<file path="src/rtl/bin2bcd_3dig.sv">
`default_nettype none
// ============================================================================
//  Module   : bin2bcd_3dig
//  Purpose  : Sequential binary-to-BCD converter using shift-and-add-3. It
//             converts one input bit per clock and feeds a three-digit
//             seven-segment scan decoder.
//             bcd_out = {hundreds, tens, units}.
//  Ports    : sys_clk  - system clock, rising edge
//             sys_rst  - synchronous active-high reset
//             bin_in   - unsigned value, captured on the accepting edge
//             start    - conversion request, ignored while busy
//             busy     - conversion in progress
//             done     - one-cycle pulse, first cycle the new result is valid
//             bcd_out  - three-digit BCD result, held between conversions
//             ovf      - value exceeded 999 (saturating build only)
//  Config   : BIN2BCD_SAT_EN - when defined, values above 999 saturate to
//             12'h999 with ovf=1. Otherwise the result is value mod 1000
//             and ovf is tied to 0.
//  Revision : 1.0 - initial release
// ============================================================================
module bin2bcd_3dig #(
    parameter int BIN_W = 10
) (
    input  logic             sys_clk,
    input  logic             sys_rst,
    input  logic [BIN_W-1:0] bin_in,
    input  logic             start,
    output logic             busy,
    output logic             done,
    output logic [11:0]      bcd_out,
    output logic             ovf
);

    localparam logic [1:0] c_st_idle  = 2'd0;
    localparam logic [1:0] c_st_shift = 2'd1;
    localparam logic [1:0] c_st_load  = 2'd2;

    // Counter value during the final shift edge.
    localparam logic [3:0] c_last_cnt = 4'(BIN_W - 1);

    logic [1:0]       r_state;
    logic [BIN_W-1:0] r_shift;
    logic [15:0]      r_scratch;
    logic [3:0]       r_cnt;
    logic             r_busy;
    logic             r_done;
    logic [11:0]      r_bcd;

    // Bits of the scratch word that survive the next left shift, after the
    // add-3 correction. The MSB of the thousands digit is shifted out, so
    // that digit is corrected in 3-bit arithmetic. Its low three bits match
    // those of the full 4-bit sum.
    logic [14:0]      w_adj;

    function automatic logic [3:0] f_add3(input logic [3:0] d);
        return (d >= 4'd5) ? (d + 4'd3) : d;
    endfunction

    always_comb begin
        w_adj          = '0;
        w_adj[3:0]     = f_add3(r_scratch[3:0]);
        w_adj[7:4]     = f_add3(r_scratch[7:4]);
        w_adj[11:8]    = f_add3(r_scratch[11:8]);
        w_adj[14:12]   = r_scratch[14:12]
                       + ((r_scratch[15:12] >= 4'd5) ? 3'd3 : 3'd0);
    end

`ifdef BIN2BCD_SAT_EN
    logic r_ovf;
`endif

    always_ff @(posedge sys_clk) begin
        if (sys_rst) begin
            r_state   <= c_st_idle;
            r_shift   <= '0;
            r_scratch <= '0;
            r_cnt     <= '0;
            r_busy    <= 1'b0;
            r_done    <= 1'b0;
            r_bcd     <= 12'h000;
`ifdef BIN2BCD_SAT_EN
            r_ovf     <= 1'b0;
`endif
        end else begin
            r_done <= 1'b0;
            case (r_state)
                c_st_idle: begin
                    if (start) begin
                        r_shift   <= bin_in;
                        r_scratch <= '0;
                        r_cnt     <= '0;
                        r_busy    <= 1'b1;
                        r_state   <= c_st_shift;
                    end
                end
                c_st_shift: begin
                    // {scratch, shift} <<= 1 after the digit correction.
                    r_scratch <= {w_adj, r_shift[BIN_W-1]};
                    r_shift   <= {r_shift[BIN_W-2:0], 1'b0};
                    r_cnt     <= r_cnt + 4'd1;
                    if (r_cnt == c_last_cnt) begin
                        r_state <= c_st_load;
                    end
                end
                c_st_load: begin
`ifdef BIN2BCD_SAT_EN
                    if (r_scratch[15:12] != 4'd0) begin
                        r_bcd <= 12'h999;
                        r_ovf <= 1'b1;
                    end else begin
                        r_bcd <= r_scratch[11:0];
                        r_ovf <= 1'b0;
                    end
`else
                    r_bcd   <= r_scratch[11:0];
`endif
                    r_done  <= 1'b1;
                    r_busy  <= 1'b0;
                    r_state <= c_st_idle;
                end
                default: begin
                    r_state <= c_st_idle;
                    r_busy  <= 1'b0;
                end
            endcase
        end
    end

    assign busy    = r_busy;
    assign done    = r_done;
    assign bcd_out = r_bcd;
`ifdef BIN2BCD_SAT_EN
    assign ovf     = r_ovf;
`else
    assign ovf     = 1'b0;
`endif

endmodule
`default_nettype wire

</file>
<file path="config.mk">
export PLATFORM = sky130hd
export DESIGN_NAME = bin2bcd_3dig
export DESIGN_NICKNAME = d
export VERILOG_FILES = /design/src/rtl/bin2bcd_3dig.sv
export SDC_FILE = /design/constraint.sdc
export NUM_CORES = 1
export LEC_CHECK = 0
export BUFFER_PORTS_ARGS = -buffer_cell sky130_fd_sc_hd__buf_2
export CAP_MARGIN = 25
export CORE_MARGIN = 3
export CORE_UTILIZATION = 35
export DETAILED_ROUTE_END_ITERATION = 10
export MAX_ROUTING_LAYER = met4
export PLACE_DENSITY_LB_ADDON = 0.1
export SYNTH_ARGS = -nofsm -noshare
export SYNTH_HDL_FRONTEND = slang
export SYNTH_SLANG_ARGS = --single-unit
export TNS_END_PERCENT = 20
</file>
<file path="constraint.sdc">
create_clock -name sys_clk -period 2.8 [get_ports sys_clk]
set_input_delay 0.7 -clock sys_clk [delete_from_list [all_inputs] [get_ports sys_clk]]
set_output_delay 0.7 -clock sys_clk [all_outputs]
set_load 0.02 [all_outputs]
</file>
; ---- Word level (Yosys, flattened, before mapping)
; Index checks and enable logic that the tools add are counted.
[totals]
register_bits = 46
latchBits = 0
ram_bits = 0
romBits = 0
in_bits = 13
out_inout_bits = 15
wordCells = 43
mem_count = 0
[op_classes]
add_sub_neg = 5
mul = 0
div = 0
n_lt_le_gt_ge = 4
eq_ne = 5
shifts = 0
mux = 16
bitwise_logic = 1
reduce_logical = 5
[ops]
columns = cell, n
row1 = one-hot mux 16 bit (2 select lines), 1
row2 = one-hot mux 10 bit (2 select lines), 1
row3 = ">= comparator 4 x 3 -> 1 bit, second input constant", 4
row4 = two-way mux 16 bit, 1
row5 = two-way mux 4 bit, 4
row6 = "adder 4 x 2 -> 4 bit, second input constant", 3
row7 = two-way mux 10 bit, 1
row8 = one-hot mux 4 bit (2 select lines), 1
row9 = two-way mux 2 bit, 3
row10 = AND reduction 2 bit, 3
row11 = "adder 4 x 1 -> 4 bit, second input constant", 1
row12 = "equality test 4 bit, second input constant", 1
row13 = "inequality test 2 bit, second input constant", 2
row14 = one-hot mux 2 bit (2 select lines), 1
row15 = adder 3 x 2 -> 3 bit, 1
row16 = "equality test 2 x 1 -> 1 bit, second input constant", 1
row17 = "equality test 2 bit, second input constant", 1
row18 = logical NOT 2 bit, 1
row19 = two-way mux 1 bit, 2
row20 = one-hot mux 1 bit (2 select lines), 1
row21 = nonzero test 2 bit, 1
row22 = NOT 1 bit, 1

; ---- Depth between registers and ports, before layout
[logic_depth]
ltp_word = 4
depth_mapped = 6
mapped_depth_nobuf = 6

; ---- Worst setup path after synthesis
; No wires, ideal clock.
[synth_path]
path_type = input -> register
from = input port sys_rst
to = register r_shift[1]
setup_ns = 0.132
arrival_time_ns = 1.340
required_ns = 2.668
setup_slack_ns = 1.328
path_stages = 3
path_buffers = 2
cell_sequence = clkbuf_1 > clkbuf_1 > nor3_1
[synth_lines]
columns = item, line_no
row1 = start: declaration, 25  ; input logic sys_rst,
row2 = end signal: assignment, 89  ; r_shift <= bin_in;
row3 = end signal: assignment, 99  ; r_shift <= {r_shift[BIN_W-2:0], 1'b0};
row4 = end: declaration, 42  ; logic [BIN_W-1:0] r_shift;
; No word-level cell between the ends.

; ---- Final worst setup path
[layout_path]
from = register r_state[1]
to = register r_bcd[0] (netlist: bcd_out[0])
[layout_between]
elab_chain_len = 1
[layout_lines]
columns = item, line_no
row1 = start: declaration, 41  ; logic [1:0] r_state;
row2 = start signal: assignment, 74  ; r_state <= c_st_idle;
row3 = start signal: assignment, 93  ; r_state <= c_st_shift;
row4 = start signal: assignment, 102  ; r_state <= c_st_load;
row5 = equality test 2 bit, 86  ; case (r_state)
row6 = end signal: assignment, 115  ; r_bcd <= r_scratch[11:0];
row7 = end: declaration, 47  ; logic [11:0] r_bcd;
; No other way between the ends.
; A chain may end at the register's enable or synchronous reset.

==> metrics.txt <==
Buffers on Ports=26; total leakage power=0.0008945 uW; achievable frequency=596.0 MHz; kind of critical path=reg2reg; Synth Register Bits=42; Post-CTS Resized=0; worst path bufs/invs=0; Initial Util=0.3678; first-pass GRT wire length=roughly 6.8 mm; post-layout min period=about 1.7 ns; final setup TNS=0 ns; largest net degree at the start of global routing=37; actual slew at the worst max-slew pin=slightly above 0.7 ns; Post-synth EDFFs=0; Avg WL per Cell=around 12 um; chip width=approximately 80 um; Synth Net Count=roughly 250; # rows=26; Synth top area share=0.4392; sequential standard cell area=840.8 um2; commonest cells in the netlist=dfxtp_1, nor2_1, nand2_1, a21oi_1, nor3_1; status=finished clean; number of setup buffers added after CTS=0; clk_skew=0.005897 ns; PwrDens=between 500 and 600 nW/um2; Post-synth top flop=dfxtp_1; maximum VDD drop=between 0.2 and 0.3 mV; Hold Worst Slack=~0.45 ns; DRT antenna net count=0; CTS Root Buffer Type=clkbuf_8; CTS tree=yes; drt total wl=approximately 4 mm; r2r setup slk=approximately 1.1 ns; crit path max fanout=20; Synth async-reset ratio=0; antenna violations before repair=0; all-layer global routing usage=0.1390; clk buf depth=2; Slew Limit Fails=0; clk slew on worst S/H paths=roughly 0.08 ns; Post-Syn Area per Cell=a little over 8 um2; most numerous cell in the Yosys netlist=dfxtp_1; Synth warnings=0; most frequent CP cell=nand2_1; Crit-path slowest cell=dfxtp_1; Final period util=0.5992; CTS Buf Count=5; largest stage delay on the critical path=just under 0.8 ns; NumNets Final=272; dominant cell type by area after synthesis=dfxtp_1; worst rel slew slack=0.5216; die area=between 6000 and 7000 um2; worst setup path start=r_state[1]; DRC Markers=0; MaxCap Viol Count=0; Final HPWL DP=about 2.7 mm; area occupied by multi-input gates=about 950 um2; share of the yosys chip area belonging to registers=0.4392; die height=around 80 um; DR pass1 iterations=4; Critical Path End Type=flop; reg2reg start=r_state[1]; Final Hold Viols=0; RePlAce Congestion=0.6828; Yosys cell types=35; crit path DAT=between 1.5 and 2 ns; layout cells sized above 1=0.1587; mapped cell area=around 1900 um2; Congestion Overflow GR=0; Hold Crit Class=reg2reg; ANT cells=0; CORE AREA=around 5200 um2; Worst-Skew Late Latency=0.29 ns; critical path's top delay family=flip-flops; Final Non-Filler Cells=about 320; Detailed Route Iter0 Violations=46; Area Overhead vs Synth=13.07%; io pins=28; worst path cell trace=nand2_1, nand2_1, a21oi_1; H-tree Lvls=2; Layout fillers=543; CTS Hold Buffers Added=0; Final setup viols=0; Required @ worst endpoint=slightly below 3 ns; ranking of synthesized cells by area=dfxtp_1, nor2_1, a21oi_1, nand2_1, ha_1; RSZ-0062 raised after global routing=no; vias in the first global route=1473; Placed Cells=around 310; via count=1532; min-delay src=bcd_out[7]; Worst Setup Start Kind=flop; vias per cell=4.758; Clock Sinks=42; Synth Instances=231
==> sequential cells by signal, summed over array words and instances (netlist names) <==
name and count:
busy 1, r_cnt 4, r_shift 10, bcd_out 12
r_scratch 12, done 1, r_state 2
==> final cells by class <==
cell class,instances,area share
timing repair buffer,28,0.06705
clock buffer,7,0.03526
sequential,42,0.3884
multi-input combinational,165,0.4393
clock inverter,1,0.01387
tap,70,0.04046
inverter,9,0.01561
==> cells by family (layout without fill, tap and decap cells) <==
family                     after synthesis  after routing  share of synthesized area
muxes                                    4              4                    0.02157
buffers and inverters                   24             45                    0.06405
adders and majority gates                8              8                    0.05229
DFF                                     42             42                     0.4392
other                                    1              1                   0.001959
AOI/OAI and AO/OA                       49             49                     0.1680
and+or+nand+nor                         98             98                     0.2301
xor gates and xnor gates                 5              5                    0.02288
==> worst min-delay path, delay by kind of cell, from the launching register on <==
kind	cells	cell delay (ns)
and+or+nand+nor	1	0.05
DFF	1	0.31
AOI/OAI and AO/OA	1	0.05
==> placed cells by master (no fill, tap or decap), drive strengths merged <==
| cell | instances |
|---|---|
| o22a | 1 |
| or3 | 1 |
| nor4 | 1 |
| a31oi | 1 |
| inv | 9 |
| o22ai | 1 |
| or2 | 1 |
| buf | 28 |
| conb | 1 |
| ha | 8 |
| xor2 | 2 |
| o21ai | 5 |
| a21oi | 21 |
| nand2b | 5 |
| bufinv | 1 |
| nor2b | 1 |
| nand2 | 28 |
| a22o | 8 |
| a2bb2oi | 7 |
| mux2 | 1 |
| dfxtp | 42 |
| clkbuf | 7 |
| a2111oi | 1 |
| nor3 | 13 |
| nand3 | 5 |
| nor2 | 43 |
| xnor2 | 3 |
| a22oi | 4 |
| mux2i | 3 |
==> final timing paths <==
| kind | to | cells past startpoint |
|---|---|---|
| max | bcd_out[0] | 3 |
| min | bcd_out[7] | 2 |
| min reg2reg | bcd_out[7] | 2 |
| max reg2reg | bcd_out[0] | 3 |
==> metal layers <==
metal / up-vias / wire length, um / track usage
met5: - / 0 / -
met3: 8 / 103 / 0.03047
li1: 816 / - / -
met1: 691 / 2067 / 0.1816
met4: 0 / 73 / 0.06081
met2: 17 / 1739 / 0.2061
==> stage by stage <==
step | setup slack, ns | power (uW) | util | instance area [um2]
2_1_floorplan | 1.328 | 718.1 | - | 1914
3_3_place_gp | 0.9443 | 738.5 | 0.3954 | 2058
3_5_place_dp | 0.9355 | 740.1 | 0.3954 | 2058
4_1_cts | 1.093 | 1208 | 0.4159 | 2165
5_1_grt | 0.9302 | 1249 | 0.4159 | 2165
6_report | 1.122 | 1193 | 0.4159 | 2165
==> report_power, final <==
| part | switching, uW | internal, uW | leakage (uW) |
|---|---|---|---|
| clock network | 202 | 267 | 0.0000524 |
| logic | 61.0 | 39.8 | 0.000500 |
| registers | 10.2 | 614 | 0.000342 |
(Power assumes the default switching activity.)
